[config.mk]
export PLATFORM = sky130hd
export DESIGN_NAME = ac_snoop_arbiter
export DESIGN_NICKNAME = d
export VERILOG_FILES = /design/src/rtl/ac_snoop_arbiter.sv
export SDC_FILE = /design/constraint.sdc
export NUM_CORES = 1
export LEC_CHECK = 0
export ABC_AREA = 1
export CAP_MARGIN = 20
export CORE_UTILIZATION = 40
export DETAILED_ROUTE_END_ITERATION = 16
export SLEW_MARGIN = 20
export SYNTH_ARGS = -nofsm -noshare
export SYNTH_HDL_FRONTEND = slang
export SYNTH_SLANG_ARGS = --single-unit
[constraint.sdc]
create_clock -name ACLK -period 10.1 [get_ports ACLK]
set_input_delay 1.01 -clock ACLK [delete_from_list [all_inputs] [get_ports ACLK]]
set_output_delay 1.01 -clock ACLK [all_outputs]
set_load 0.03 [all_outputs]
[src/rtl/ac_snoop_arbiter.sv]
// Round-robin snoop arbiter over N read-triggered and N write-triggered sources.
// It owns ACVALID and the registered one-hot select for the AC signal mux.
module ac_snoop_arbiter #(
  parameter int N_MASTERS    = 8,
  parameter int RR_RESET_PTR = 0
) (
  input  logic                   ACLK,
  input  logic                   ARESET,
  input  logic [N_MASTERS-1:0]   snoop_req_rd,
  input  logic [N_MASTERS-1:0]   snoop_req_wr,
  input  logic                   ACREADY,
  output logic                   ACVALID,
  output logic [2*N_MASTERS-1:0] mux_sel,
  output logic [2*N_MASTERS-1:0] snoop_ack,
  output logic                   busy
);
  localparam int NS = 2 * N_MASTERS;
  localparam int PW = (NS > 1) ? $clog2(NS) : 1;

  typedef enum logic {IDLE, GRANT} state_t;

  state_t        state;
  logic [NS-1:0] req, cand;
  logic [PW-1:0] rr_ptr, grant_idx, scan_base, pick_idx;
  logic          pick_vld, hs;

  function automatic logic [PW-1:0] inc_idx(input logic [PW-1:0] i);
    return (int'(i) == NS - 1) ? '0 : i + 1'b1;
  endfunction

  assign req  = {snoop_req_wr, snoop_req_rd};
  assign hs   = (state == GRANT) && ACREADY;
  assign busy = ACVALID;

  // On a handshake the source has not yet seen its ack, so its bit is masked
  // and the scan starts just past it, allowing a bubble-free next grant.
  always_comb begin
    int j;
    j         = 0;
    cand      = req;
    scan_base = rr_ptr;
    if (hs) begin
      cand      = req & ~mux_sel;
      scan_base = inc_idx(grant_idx);
    end
    pick_vld = 1'b0;
    pick_idx = '0;
    // Scan high offset to low so the lowest offset from scan_base wins.
    for (int k = NS - 1; k >= 0; k--) begin
      j = int'(scan_base) + k;
      if (j >= NS) j = j - NS;
      if (cand[j]) begin
        pick_vld = 1'b1;
        pick_idx = PW'(j);
      end
    end
  end

  always_ff @(posedge ACLK or posedge ARESET) begin
    if (ARESET) begin
      state     <= IDLE;
      ACVALID   <= 1'b0;
      mux_sel   <= '0;
      snoop_ack <= '0;
      rr_ptr    <= PW'(RR_RESET_PTR);
      grant_idx <= '0;
    end else begin
      snoop_ack <= '0;
      case (state)
        IDLE: begin
          if (pick_vld) begin
            state     <= GRANT;
            ACVALID   <= 1'b1;
            mux_sel   <= {{(NS-1){1'b0}}, 1'b1} << pick_idx;
            grant_idx <= pick_idx;
          end
        end
        GRANT: begin
          // Grant is held until ACREADY; dropped reqs cannot withdraw it.
          if (ACREADY) begin
            snoop_ack <= mux_sel;
            rr_ptr    <= inc_idx(grant_idx);
            if (pick_vld) begin
              mux_sel   <= {{(NS-1){1'b0}}, 1'b1} << pick_idx;
              grant_idx <= pick_idx;
            end else begin
              state   <= IDLE;
              ACVALID <= 1'b0;
              mux_sel <= '0;
            end
          end
        end
        default: state <= IDLE;
      endcase
    end
  end
endmodule

## After elaboration in Yosys (flattened, before gate mapping)

Cells that the tools add are included.
Widths: inputs -> output; s select.

- Add/sub/neg operators: 32
- $lt $le $gt $ge: 32
- Equality and inequality tests: 4
- Shift operators: 1
- Mux-type cells: 115
- Bitwise gates (word level): 3
- Reductions and logical operators: 4

Operator list:

| operator | count |
|---|---|
| $lt 32x6->1 const B | 16 |
| $mux 32 | 16 |
| $mux 16 | 6 |
| $sub 5x5->6 const B | 15 |
| $mux 4 | 20 |
| $ge 5x5->1 const B | 15 |
| $bmux 1 s4 | 16 |
| $mux 1 | 53 |
| $add 4x4->5 const B | 8 |
| $pmux 16 s2 | 1 |
| $add 4x3->5 const B | 4 |
| $and 16x16->16 | 1 |
| $not 16->16 | 1 |
| $shl 1x4->16 const A | 1 |
| $add 4x2->5 const B | 2 |
| $pmux 4 s2 | 1 |
| $ne 2x2->1 const B | 3 |
| $sub 4x5->6 const B | 1 |
| $add 4x1->5 const B | 1 |
| $ge 4x5->1 const B | 1 |
| $add 4x1->4 const B | 1 |
| $eq 4x1->1 const B | 1 |
| $pmux 1 s2 | 2 |
| $reduce_and 2->1 | 2 |
| 3 further kinds | 3 |

- Register bits after elaboration: 42
- Input port bits: 19
- Output and inout port bits: 34
- Logic and storage cells: 197

## Depth between registers and ports, before layout

Gate-level depths: netlist (run 1).

- Word-level depth: 29
- Depth in mapped cells: 37
- Depth with buffers taken out: 36

## Worst setup path before layout (run 1)

Ideal clock, no wire load.

- Path type: input-to-reg
- Start: in ACREADY
- End: reg mux_sel[12]
- Library setup time: 65 ps
- Data arrival time: 4240 ps
- Data required time: 10035 ps
- Path slack: 5795 ps
- Stages: 37
- Buffers on the path: 4
- Cells stage by stage: buf_6 > nand2_4 > nor2_4 > nand2_4 > nand2_4 > buf_4 > clkbuf_1 > inv_1 > ha_1 > inv_1 > clkbuf_1 > nand3_1 > nand3_1 > nand3_1 > nand2_1 > nand3_1 > nand2_1 > nand2_1 > nand2_1 > nand2_1 > nand2_1 > nand2_1 > nand2_1 > nand2_1 > nand2_1 > nand2_1 > nand2_1 > nand2_1 > nand2_1 > nand2_1 > nand2_1 > nand2_1 > nand2_2 > nand2_4 > nand2_4 > nand3_1 > nand2_1

- Word-level cells in the longest chain between the ends: 28
- Elaborated cells on any way between the ends: 154
- Those cells by class: add/sub (31); order compare (16); eq/ne (2); shift (1); mux (102); reduce/logical (2)

Ends and longest elaborated chain:

| item | line | source |
|---|---|---|
| start: declaration | 11 | `input logic ACREADY,` |
| $logic_and 1x1->1 | 32 | `assign hs = (state == GRANT) && ACREADY;` |
| $mux 4 | 42 | `if (hs) begin` |
| $add 4x4->5 | 50 | `j = int'(scan_base) + k;` |
| $sub 5x5->6 or $ge 5x5->1 (tied branches) | 51 | `if (j >= NS) j = j - NS;` |
| $mux 32 | 51 |  |
| $bmux 1 s4 | 52 | `if (cand[j]) begin` |
| $mux 1 (not written as such) (2 in series) | 52 |  |
| $mux 4 (16 in series) | 52 |  |
| $shl 1x4->16 | 74, 84 |  |
| $mux 16 | 83 | `if (pick_vld) begin` |
| $mux 16 | 80 | `if (ACREADY) begin` |
| $pmux 16 s2 | 69 | `case (state)` |
| end signal: assignment | 74 | `mux_sel <= {{(NS-1){1'b0}}, 1'b1} << pick_idx;` |
| end signal: assignment | 84 | `mux_sel <= {{(NS-1){1'b0}}, 1'b1} << pick_idx;` |
| end: declaration | 13 | `output logic [2*N_MASTERS-1:0] mux_sel,` |

Parallel ways exist; a longest one is shown, timed or not. The select of a mux whose other input is x is not followed.
A chain may end at the register's enable or synchronous reset.

## Worst setup path after layout (run 1)

- Start: in ACREADY
- End: reg mux_sel[1]

Same word-level chain as after synthesis.

==> impl_summary.md, run 1 <==
Worst setup path
The kind of end point of the critical path is a flop. The maximum fanout encountered on the critical timing path is 33. The standard cell with the maximum stage delay on the critical path is clkdlybuf4s50_1. In this run the worst setup path begins at ACREADY.

The arrival time of data at the critical path endpoint is 6.00 ns. Traced cell by cell, the critical path runs through clkdlybuf4s50_1 > nand2_4 > nand2_2 > nand2_4 > inv_1 > ha_1 > inv_1 > nand3_1 > nand3_1 > nand3_1 > nand2_2 > nor4_2 > nand4_1 > nor2_1 > nand4_1 > inv_2 > nor2_4 > nor2_4 > a21oi_4 > inv_4 > nor2_4 > nand4_1 > nand2_1. The kind of critical path is input port to flop. The longest individual stage delay on the worst path is 0.64 ns. STA puts the critical path data required time at 10.28 ns. The startpoint of the lowest-slack register-to-register path is state$_DFF_PP0_. The worst setup path is launched from an input port.

Floorplan
The floorplan has 34 rows. The initial utilization of the core area, before any placement, comes to 0.419. The core region is 0.00889 mm². The die outline width is 98.5 µm. The height of the die is 98.5 µm. The overall die area is 0.00971 mm². The total I/O pin count is 53.

CTS
The number of clock buffers added by TritonCTS is 5. The number of gates resized after cts is 0. The number of setup buffers added after CTS is 0.

The CTS H-tree depth is 2. The CTS tree is done. The clock transition at the registers of the reported paths is 0.07 ns. Counting along the longest clock path gives a buffer depth of 2. The total of hold buffers inserted after clock tree synthesis is 0. The root cell of the clock tree is clkbuf_8. The clock reaches the later pin of the worst-skew pair after 0.29 ns. The number of sinks handled by clock tree synthesis is 42.

Yosys
The most instantiated flip-flop cell in the synthesis netlist is dfrtp_1. The count of flip-flops with a built-in enable after synthesis is 0. Synthesis produced a netlist with a net count of 581. Ranked by instance count, the synthesized netlist is headed by nand2_1 (166), nand3_1 (114), inv_1 (50), dfrtp_1 (42), a21oi_1 (33). The unique cell type count in the Yosys netlist is 37. Sorting the synthesized cells by area gives the leading types as dfrtp_1 (28%), nand2_1 (17%), nand3_1 (15%).

A synthesized cell averages 6.72 µm². The cell with the most instances after synthesis is nand2_1. After technology mapping, the gate count stands at 555. The synthesized cell area is 0.00373 mm². For this run, the register share of the synthesized area comes to 0.282. After synthesis, the share of flip-flops with an asynchronous set or reset is 1.00. The largest total area in the synthesized netlist belongs to dfrtp_1. The post-synthesis register bit count is 42. The count of synthesis-stage warnings from yosys is 0.

The share of synthesized area in the top cell type comes to 0.282.

Timing
The number of failing setup endpoints in the final timing report is 0. The shortest clock period the worst path allows after layout is 5.83 ns. The fraction of the cycle the final worst path needs is 0.577. The max-slew violation count is 0. The number of hold-slack violations in the final timing report is 0. The clock tree skew after final layout is 0.00855 ns. In this run the tightest slew margin relative to its limit is 0.619.

Setup repair after global routing left no endpoint under its margin. The total negative slack for setup checks is 0 ns. At the pin with the least slew margin, the transition time is 0.570 ns. For this run, the top clock speed supported by timing is 172 MHz.

Route
After detailed routing, the average wire length per cell comes to 17.0 µm. Dividing the detail-routed via count by the number of cells gives 5.36. The total length of routed wires is 12,000 µm. The pre-antenna-repair detailed-routing pass consisted of 10 iterations. For this run, design rule violations remaining after detail routing come to 3.

The total via count after detailed routing is 3,791. The remaining number of nets flagged by the antenna check after routing is 0. The violation count after the first detailed-route iteration is 424.

Run status
The checks that failed: design-rule violations. The run finished, with violations left.

Cells and area
The number of antenna diodes is 0. The footprint of the flip-flops and latches is 0.00105 mm². The layout has 918 filler cells. In the final design database the tool counted 624 nets. The multi-input combinational cells in the finished layout cover a total of 0.00231 mm². Relative to the synthesized area, the layout overhead comes to 17.3%.

The fraction of final layout cells sized beyond drive strength 1 is 0.112.

Global route
The overall global routing resource usage is 0.258. The first global-routing pass estimated 19,000 µm of wire. The number of global-route vias before repair is 3,444.

The number of antenna violations at the first check in global routing is 0. Entering global routing, the biggest net connects 43 pins. For this run the aggregate overflow at the end of global routing stands at 0.

Place
Port buffering added 52 buffers. Detailed placement finished with a half-perimeter wire length of 9460 µm. Routability-driven placement finished with a final weighted congestion of 0.913.

Flow run
Across the run, the number of max-cap violations was 0.

Hold path
The worst hold path belongs to the class flop to flop. In this run the most critical hold path is launched from mux_sel[6]$_DFFE_PP0P_.
cells in the final DEF (no fill, tap or decap), types with 8 or more instances in the layout:
master           count
dfrtp_1             42
a21oi_1             33
inv_2               10
nand2_1            166
nor2_1              29
o21ai_0              8
nand2_2             11
inv_1               49
clkbuf_8             8
nand4_1             13
clkdlybuf4s50_1     52
o21ai_1              8
nand3_1            114
state kept, by name (all words and copies together) (netlist names):
signal,count
state,1
mux_sel,16
grant_idx,4
rr_ptr,4
snoop_ack,16
ACVALID,1
kinds of logic after synthesis:
kind of cell,after synthesis,synth area share
adders and majority gates,7,0.0235
AOI/OAI and AO/OA,60,0.0960
buffers and inverters,79,0.0983
DFF,42,0.282
xor gates and xnor gates,9,0.0423
and+or+nand+nor,358,0.458
critical path: cells and delay by family:
family,cells,cell delay (ns)
simple gates,16,2.96
buf+inv,5,1.36
fa+ha+maj,1,0.56
compound gates,1,0.09
final timing paths:
kind / end / slack (ns) / cells past startpoint
min in group asynchronous: snoop_ack[15]$_DFF_PP0_ / 1.14 / 3
max in group asynchronous: mux_sel[1]$_DFFE_PP0P_ / 8.57 / 3
worst min register to register: mux_sel[6]$_DFFE_PP0P_ / 0.53 / 2
worst min-delay path: mux_sel[6]$_DFFE_PP0P_ / 0.53 / 2
worst max register to register: mux_sel[1]$_DFFE_PP0P_ / 5.03 / 23
worst max-delay path: mux_sel[1]$_DFFE_PP0P_ / 4.27 / 23
metal layers:
layer / GRT usage / part of all wire
met5: 0 / 0
met4: 0.0517 / 0.012
met3: 0.0326 / 0.047
met2: 0.374 / 0.43
met1: 0.406 / 0.51
per-stage QoR:
step	setup WS (ns)	instance area, µm²	hold slack [ns]	instances	util
2_1_floorplan	5.79	3730	0.500	555	-
3_3_place_gp	4.20	4260	0.507	699	0.479
3_5_place_dp	4.08	4260	0.512	699	0.479
4_1_cts	4.39	4370	0.533	707	0.492
5_1_grt	3.92	4370	0.565	707	0.492
6_report	4.27	4370	0.534	707	0.492
cell type report:
class	instances	share of cell area
multi-input combinational	434	0.528
tap	108	0.0309
timing repair buffer	53	0.121
sequential	42	0.240
inverter	62	0.0544
clock buffer	8	0.0252
Power of run 1 is left out: the tool's default activity adds up to more than one toggle a clock period on the data nets, which glitch-free logic cannot reach.
==> run 2: changes to the inputs <==
==> constraint.sdc (replaced) <==
create_clock -name ACLK -period 4.8 [get_ports ACLK]
set_input_delay 0.48 -clock ACLK [delete_from_list [all_inputs] [get_ports ACLK]]
set_output_delay 0.48 -clock ACLK [all_outputs]
set_load 0.03 [all_outputs]
==> impl_summary.md, run 2 (synthesis results as in run 1) <==
Floorplan
The overall die area is 0.00971 mm² (unchanged). The standard cell core area was 0.00889 mm² (unchanged). The initial cell density of the core is 0.419 (unchanged).

The die outline width came to 98.5 µm (unchanged). The total I/O pin count was 53 (unchanged). The height of the die is 98.5 µm (unchanged). The floorplan row count came to 34 (unchanged).

Timing
The worst slew slack as a fraction of its limit is 0.638 (was 0.619). The worst-margin pin slew came to 0.543 ns (was 0.570 ns). The total negative slack for setup checks is 0 ns (unchanged). The clock tree skew after final layout is 0.00761 ns (was 0.00855 ns). The number of hold-slack violations in the final timing report is 0 (unchanged). Unrepaired setup endpoints after global routing: false (unchanged).

The max-slew violation count came to 0 (unchanged). The fraction of the cycle the final worst path needs is 0.878. The fmax is 237 MHz.

The shortest clock period the worst path allows after layout is 4.21 ns. The number of failing setup endpoints in the final timing report was 0 (unchanged).

Global route
The number of antenna violations at the first check in global routing is 0 (unchanged). The total congestion overflow after global routing is 0 (unchanged). The number of global-route vias before repair is 3,537 (was 3,444).

The pin count of the biggest net entering global routing is 43 (unchanged). The first-pass GRT wire length came to 18,200 µm (was 19,000 µm). The overall global routing resource usage was 0.242 (was 0.258).

Cells and area
The number of nets in the final layout is 635 (was 624). The most common cell after layout, fill and taps aside is nand2_1 (unchanged). Most used cells in the layout excluding fill and tap cells: nand2_1 (166), nand3_1 (114), clkdlybuf4s50_1 (52), inv_1 (49), dfrtp_1 (42) (unchanged). Registers with the most flip-flops: mux_sel: 16 flops, snoop_ack: 16 flops (unchanged).

The layout overhead on the synthesized area came to 19.5% (was 17.3%). The fraction of final layout cells sized beyond drive strength 1 is 0.128 (was 0.112). The number of antenna diodes came to 0 (unchanged).

Route
The total via count after detailed routing came to 3,930 (was 3,791). The detailed-route wire length per cell is 15.9 µm (was 17.0 µm). The average vias per placed instance is 5.47 (was 5.36).

The number of optimization iterations in the first detailed-route pass is 13 (was 10). The total length of routed wires is 11,400 µm (was 12,000 µm). The remaining design rule violation count is 2 (was 3). The violation count after the first detailed-route iteration was 355 (was 424). The remaining number of nets flagged by the antenna check after routing is 0 (unchanged).

Worst setup path
The arrival time of data at the critical path endpoint came to 4.39 ns (was 6.00 ns). The kind of end point of the critical path is a flop (unchanged). The maximum fanout encountered on the critical timing path is 18 (was 33).

The required time at the worst-slack endpoint is 4.98 ns (was 10.28 ns). The kind of critical path is flop to flop (was input port to flop). The startpoint class of the critical path is a flop (was input port). The depth of the worst register-to-register path is 22 (was 23).

CTS
The number of sinks handled by clock tree synthesis is 42 (unchanged). The clock transition at the registers of the reported paths is 0.08 ns (was 0.07 ns). The CTS tree is done (unchanged).

The CTS H-tree depth came to 2 (unchanged). The clock buffer count from CTS is 5 (unchanged). The number of setup buffers added after CTS is 0 (unchanged). The number of gates resized after cts is 0 (unchanged).

The root cell of the clock tree is clkbuf_8 (unchanged). The worst-case clock buffer depth came to 2 (unchanged). The total of hold buffers inserted after clock tree synthesis is 0 (unchanged). The clock insertion delay at the later pin of the skew report is 0.29 ns (about the same).

Run status
Status: finished with violations (unchanged). Violated checks: design-rule violations (unchanged).

Hold path
The class of the worst hold path is flop to flop (unchanged). The depth of the worst hold-timing path is 2 (unchanged).

Place
The global placer's final weighted congestion is 0.980 (was 0.913). The detailed-placement wirelength estimate was 9150 µm (was 9460 µm). The number of input and output port buffers inserted came to 52 (unchanged).

Flow run
The max-cap check violation count was 0 (unchanged).
## run 2: critical path: stages (launching register included)
cell     delay, ns
dfrtp_1       0.69
nand2_4       0.23
inv_2         0.18
nand3_4       0.11
nand2_8       0.20
inv_4         0.10
ha_1          0.38
inv_1         0.26
nand3_1       0.15
nand3_1       0.15
nand2_2       0.17
nor4_2        0.31
nand4_1       0.12
nor2_1        0.11
nand4_1       0.13
inv_2         0.16
nor2_4        0.05
nor2_4        0.13
a21oi_4       0.06
inv_4         0.13
nor2_4        0.08
nand4_1       0.12
nand2_1       0.07
## run 2: path summary, 6_finish.rpt
check                                             from                       to  slack, ns
worst max-delay path                   state$_DFF_PP0_   mux_sel[2]$_DFFE_PP0P_       0.59
worst min-delay path            mux_sel[5]$_DFFE_PP0P_   mux_sel[5]$_DFFE_PP0P_       0.52
worst max register to register         state$_DFF_PP0_   mux_sel[2]$_DFFE_PP0P_       0.59
worst min register to register  mux_sel[5]$_DFFE_PP0P_   mux_sel[5]$_DFFE_PP0P_       0.52
max in group asynchronous                       ARESET   mux_sel[6]$_DFFE_PP0P_       3.83
min in group asynchronous                       ARESET  snoop_ack[14]$_DFF_PP0_       0.60
## run 2: metal layers
metal	global-route usage	routed length, µm	up-vias	share of wire
met5	0	0	-	0
met4	0.0643	241	0	0.021
li1	-	-	1930	-
met3	0.0326	782	18	0.068
met1	0.351	5270	1814	0.46
met2	0.379	5140	168	0.45
## run 2: area by class of cell
cell class                      count  area, µm²
Inverter                           62        238
Tap cell                          108        135
Clock inverter                      3       40.0
Fill cell                         898       4440
Timing Repair Buffer               64        611
Multi-Input combinational cell    434       2310
Sequential cell                    42       1050
Clock buffer                        5       68.8
## run 2: per-stage QoR
step / cell area, µm² / hold slack, ns / util / cells / setup slack [ns]
CTS: 4450 / 0.518 / 0.501 / 718 / 0.616
floorplan: 3730 / 0.500 / - / 555 / 1.01
global route: 4450 / 0.546 / 0.501 / 718 / 0.219
detailed placement: 4350 / 0.498 / 0.489 / 710 / 0.376
global placement: 4350 / 0.497 / 0.489 / 710 / 0.330
finish: 4450 / 0.516 / 0.501 / 718 / 0.588
Power of run 2 is left out for the same reason.
==> run 3: changes to the inputs <==
--- a/config.mk
+++ b/config.mk
@@ -7,8 +7,10 @@
 export LEC_CHECK = 0
 export ABC_AREA = 1
 export CAP_MARGIN = 20
+export CORE_ASPECT_RATIO = 1.2
 export CORE_UTILIZATION = 40
 export DETAILED_ROUTE_END_ITERATION = 16
+export DONT_BUFFER_PORTS = 1
 export SLEW_MARGIN = 20
 export SYNTH_ARGS = -nofsm -noshare
 export SYNTH_HDL_FRONTEND = slang
==> impl_summary.md, run 3 (synthesis results as in run 1) <==
Floorplan
The floorplan row count came to 38 (was 34). The overall die area was 0.00971 mm² (about the same). The standard cell core area was 0.00903 mm² (was 0.00889 mm²). The initial cell density of the core is 0.413 (was 0.419). The height of the die came to 108 µm (was 98.5 µm). The total I/O pin count is 53 (unchanged).

The die outline width is 90.1 µm (was 98.5 µm).

CTS
The number of sinks handled by clock tree synthesis came to 42 (unchanged). The number of gates resized after cts was 0 (unchanged). The clock transition at the registers of the reported paths is 0.09 ns (was 0.08 ns). The total of hold buffers inserted after clock tree synthesis is 0 (unchanged). The clock insertion delay at the later pin of the skew report came to 0.29 ns (about the same). The number of setup buffers added after CTS is 0 (unchanged). The CTS H-tree depth is 2 (unchanged).

The clock buffer count from CTS is 5 (unchanged). The worst-case clock buffer depth is 2 (unchanged). The root cell of the clock tree is clkbuf_8 (unchanged). The CTS tree is done (unchanged).

Cells and area
Registers with the most flip-flops: mux_sel: 16 flops, snoop_ack: 16 flops (unchanged). The layout filler cell count came to 974 (was 898). The footprint of the flip-flops and latches is 0.00105 mm² (unchanged). Most used cells in the layout excluding fill and tap cells: nand2_1 (166), nand3_1 (114), inv_1 (49), dfrtp_1 (42), a21oi_1 (33) (was nand2_1 (166), nand3_1 (114), clkdlybuf4s50_1 (52), inv_1 (49), dfrtp_1 (42)).

The fraction of final layout cells sized beyond drive strength 1 is 0.132 (was 0.128). The layout overhead on the synthesized area is 5.00% (was 19.5%). The area taken by multi-input logic gates is 0.00231 mm² (unchanged). The number of antenna diodes is 0 (unchanged). The number of nets in the final layout is 578 (was 635). The most common cell after layout, fill and taps aside is nand2_1 (unchanged).

Hold path
The class of the worst hold path is input port to async pin (was flop to flop).

Run status
Status: completed (was finished with violations).

Global route
The number of global-route vias before repair is 3,532 (was 3,537). The pin count of the biggest net entering global routing came to 43 (unchanged). The number of antenna violations at the first check in global routing is 0 (unchanged). The overall global routing resource usage is 0.242 (about the same). The total congestion overflow after global routing is 0 (unchanged). The first-pass GRT wire length is 18,400 µm (was 18,200 µm).

Timing
The clock tree skew after final layout is 0.00990 ns (was 0.00761 ns). The max-slew violation count is 0 (unchanged). The number of failing setup endpoints in the final timing report is 0 (unchanged). The total negative slack for setup checks came to 0 ns (unchanged). The number of hold-slack violations in the final timing report is 0 (unchanged). Unrepaired setup endpoints after global routing: false (unchanged). The shortest clock period the worst path allows after layout is 4.07 ns (was 4.21 ns). The worst slew slack as a fraction of its limit was 0.604 (was 0.638).

The fmax was 246 MHz (was 237 MHz). The fraction of the cycle the final worst path needs came to 0.847 (was 0.878). The worst-margin pin slew is 0.594 ns (was 0.543 ns).

Worst setup path
The kind of end point of the critical path is a flop (unchanged). The startpoint of the most critical setup path is state$_DFF_PP0_ (unchanged). The required time at the worst-slack endpoint is 5.03 ns (was 4.98 ns). Critical-path cell list: nand2_4 > nand2_2 > nand2_4 > inv_1 > ha_1 > inv_1 > nand3_1 > nand3_1 > nand2_1 > nor2_1 > nor2_1 > nand4_1 > nor2_1 > nand4_1 > inv_2 > nor2_4 > nor2_4 > a21oi_4 > inv_4 > nor2_4 > nand3_1 > nand2_1 (was nand2_4 > inv_2 > nand3_4 > nand2_8 > inv_4 > ha_1 > inv_1 > nand3_1 > nand3_1 > nand2_2 > nor4_2 > nand4_1 > nor2_1 > nand4_1 > inv_2 > nor2_4 > nor2_4 > a21oi_4 > inv_4 > nor2_4 > nand4_1 > nand2_1). The end of the worst register-to-register path is mux_sel[6]$_DFFE_PP0P_ (was mux_sel[2]$_DFFE_PP0P_). The maximum fanout encountered on the critical timing path is 23 (was 18). The kind of critical path was flop to flop (unchanged). The longest individual stage delay on the worst path came to 0.42 ns (was 0.69 ns). The register-to-register setup slack is 0.73 ns (was 0.59 ns). The startpoint of the lowest-slack register-to-register path is state$_DFF_PP0_ (unchanged). The end point of the critical path is mux_sel[6]$_DFFE_PP0P_ (was mux_sel[2]$_DFFE_PP0P_). The standard cell with the maximum stage delay on the critical path was dfrtp_1 (unchanged). The startpoint class of the critical path is a flop (unchanged).

The arrival time of data at the critical path endpoint is 4.30 ns (was 4.39 ns). The depth of the worst register-to-register path was 22 (unchanged).

Route
The remaining number of nets flagged by the antenna check after routing came to 0 (unchanged). The violation count after the first detailed-route iteration is 328 (was 355). The average vias per placed instance is 5.41 (was 5.47).

The number of optimization iterations in the first detailed-route pass is 6 (was 13). The detailed-route wire length per cell is 16.8 µm (was 15.9 µm). The total length of routed wires is 11,300 µm (was 11,400 µm). The total via count after detailed routing came to 3,639 (was 3,930). The remaining design rule violation count came to 0 (was 2).

Place
The global placer's final weighted congestion is 0.961 (was 0.980). The number of input and output port buffers inserted is 0 (was 52). The detailed-placement wirelength estimate is 9230 µm (was 9150 µm).

Flow run
The max-cap check violation count was 0 (unchanged).
run 3: stage by stage:
step	hold WS, ns	cells	util	setup WS (ns)	instance area (µm²)
after CTS	0.201	673	0.433	0.815	3920
after floorplan	0.500	555	-	1.01	3730
final	0.183	673	0.433	0.735	3920
after global placement	0.516	665	0.421	0.797	3800
after global routing	0.242	673	0.433	0.373	3920
after detailed placement	0.520	665	0.421	0.780	3800
run 3: worst max-delay path, delay by kind of cell, from the launching register on:
| kind | cells | cell delay, ns |
|---|---|---|
| compound gates | 1 | 0.19 |
| fa+ha+maj | 1 | 0.29 |
| buf+inv | 4 | 0.61 |
| flops | 1 | 0.42 |
| simple gates | 16 | 2.49 |
run 3: final cells by class:
type,instances,area share
Clock buffer,5,0.0176
Timing Repair Buffer,7,0.0134
Multi-Input combinational cell,434,0.590
Tap cell,120,0.0384
Inverter,62,0.0607
Sequential cell,42,0.268
Clock inverter,3,0.0112
run 3: worst min path at each step:
stage	start	to	slack [ns]	cells after the start
finish	ARESET	mux_sel[7]$_DFFE_PP0P_	0.18	2
CTS	ARESET	snoop_ack[1]$_DFF_PP0_	0.20	2
global route	ARESET	snoop_ack[1]$_DFF_PP0_	0.24	2
global placement	ARESET	snoop_ack[1]$_DFF_PP0_	0.52	2
detailed placement	ARESET	snoop_ack[1]$_DFF_PP0_	0.52	2
floorplan	grant_idx[1]$_DFFE_PP0P_	grant_idx[1]$_DFFE_PP0P_	0.50	2
run 3: per-layer routing:
layer	wire length [µm]	GRT usage	share of wire	vias to the layer above
li1	-	-	-	1804
met1	4660	0.292	0.41	1682
met2	5690	0.437	0.50	129
met3	642	0.0290	0.057	24
met4	291	0.0945	0.026	0
met5	0	0	0	-
Power of run 3 is left out for the same reason.
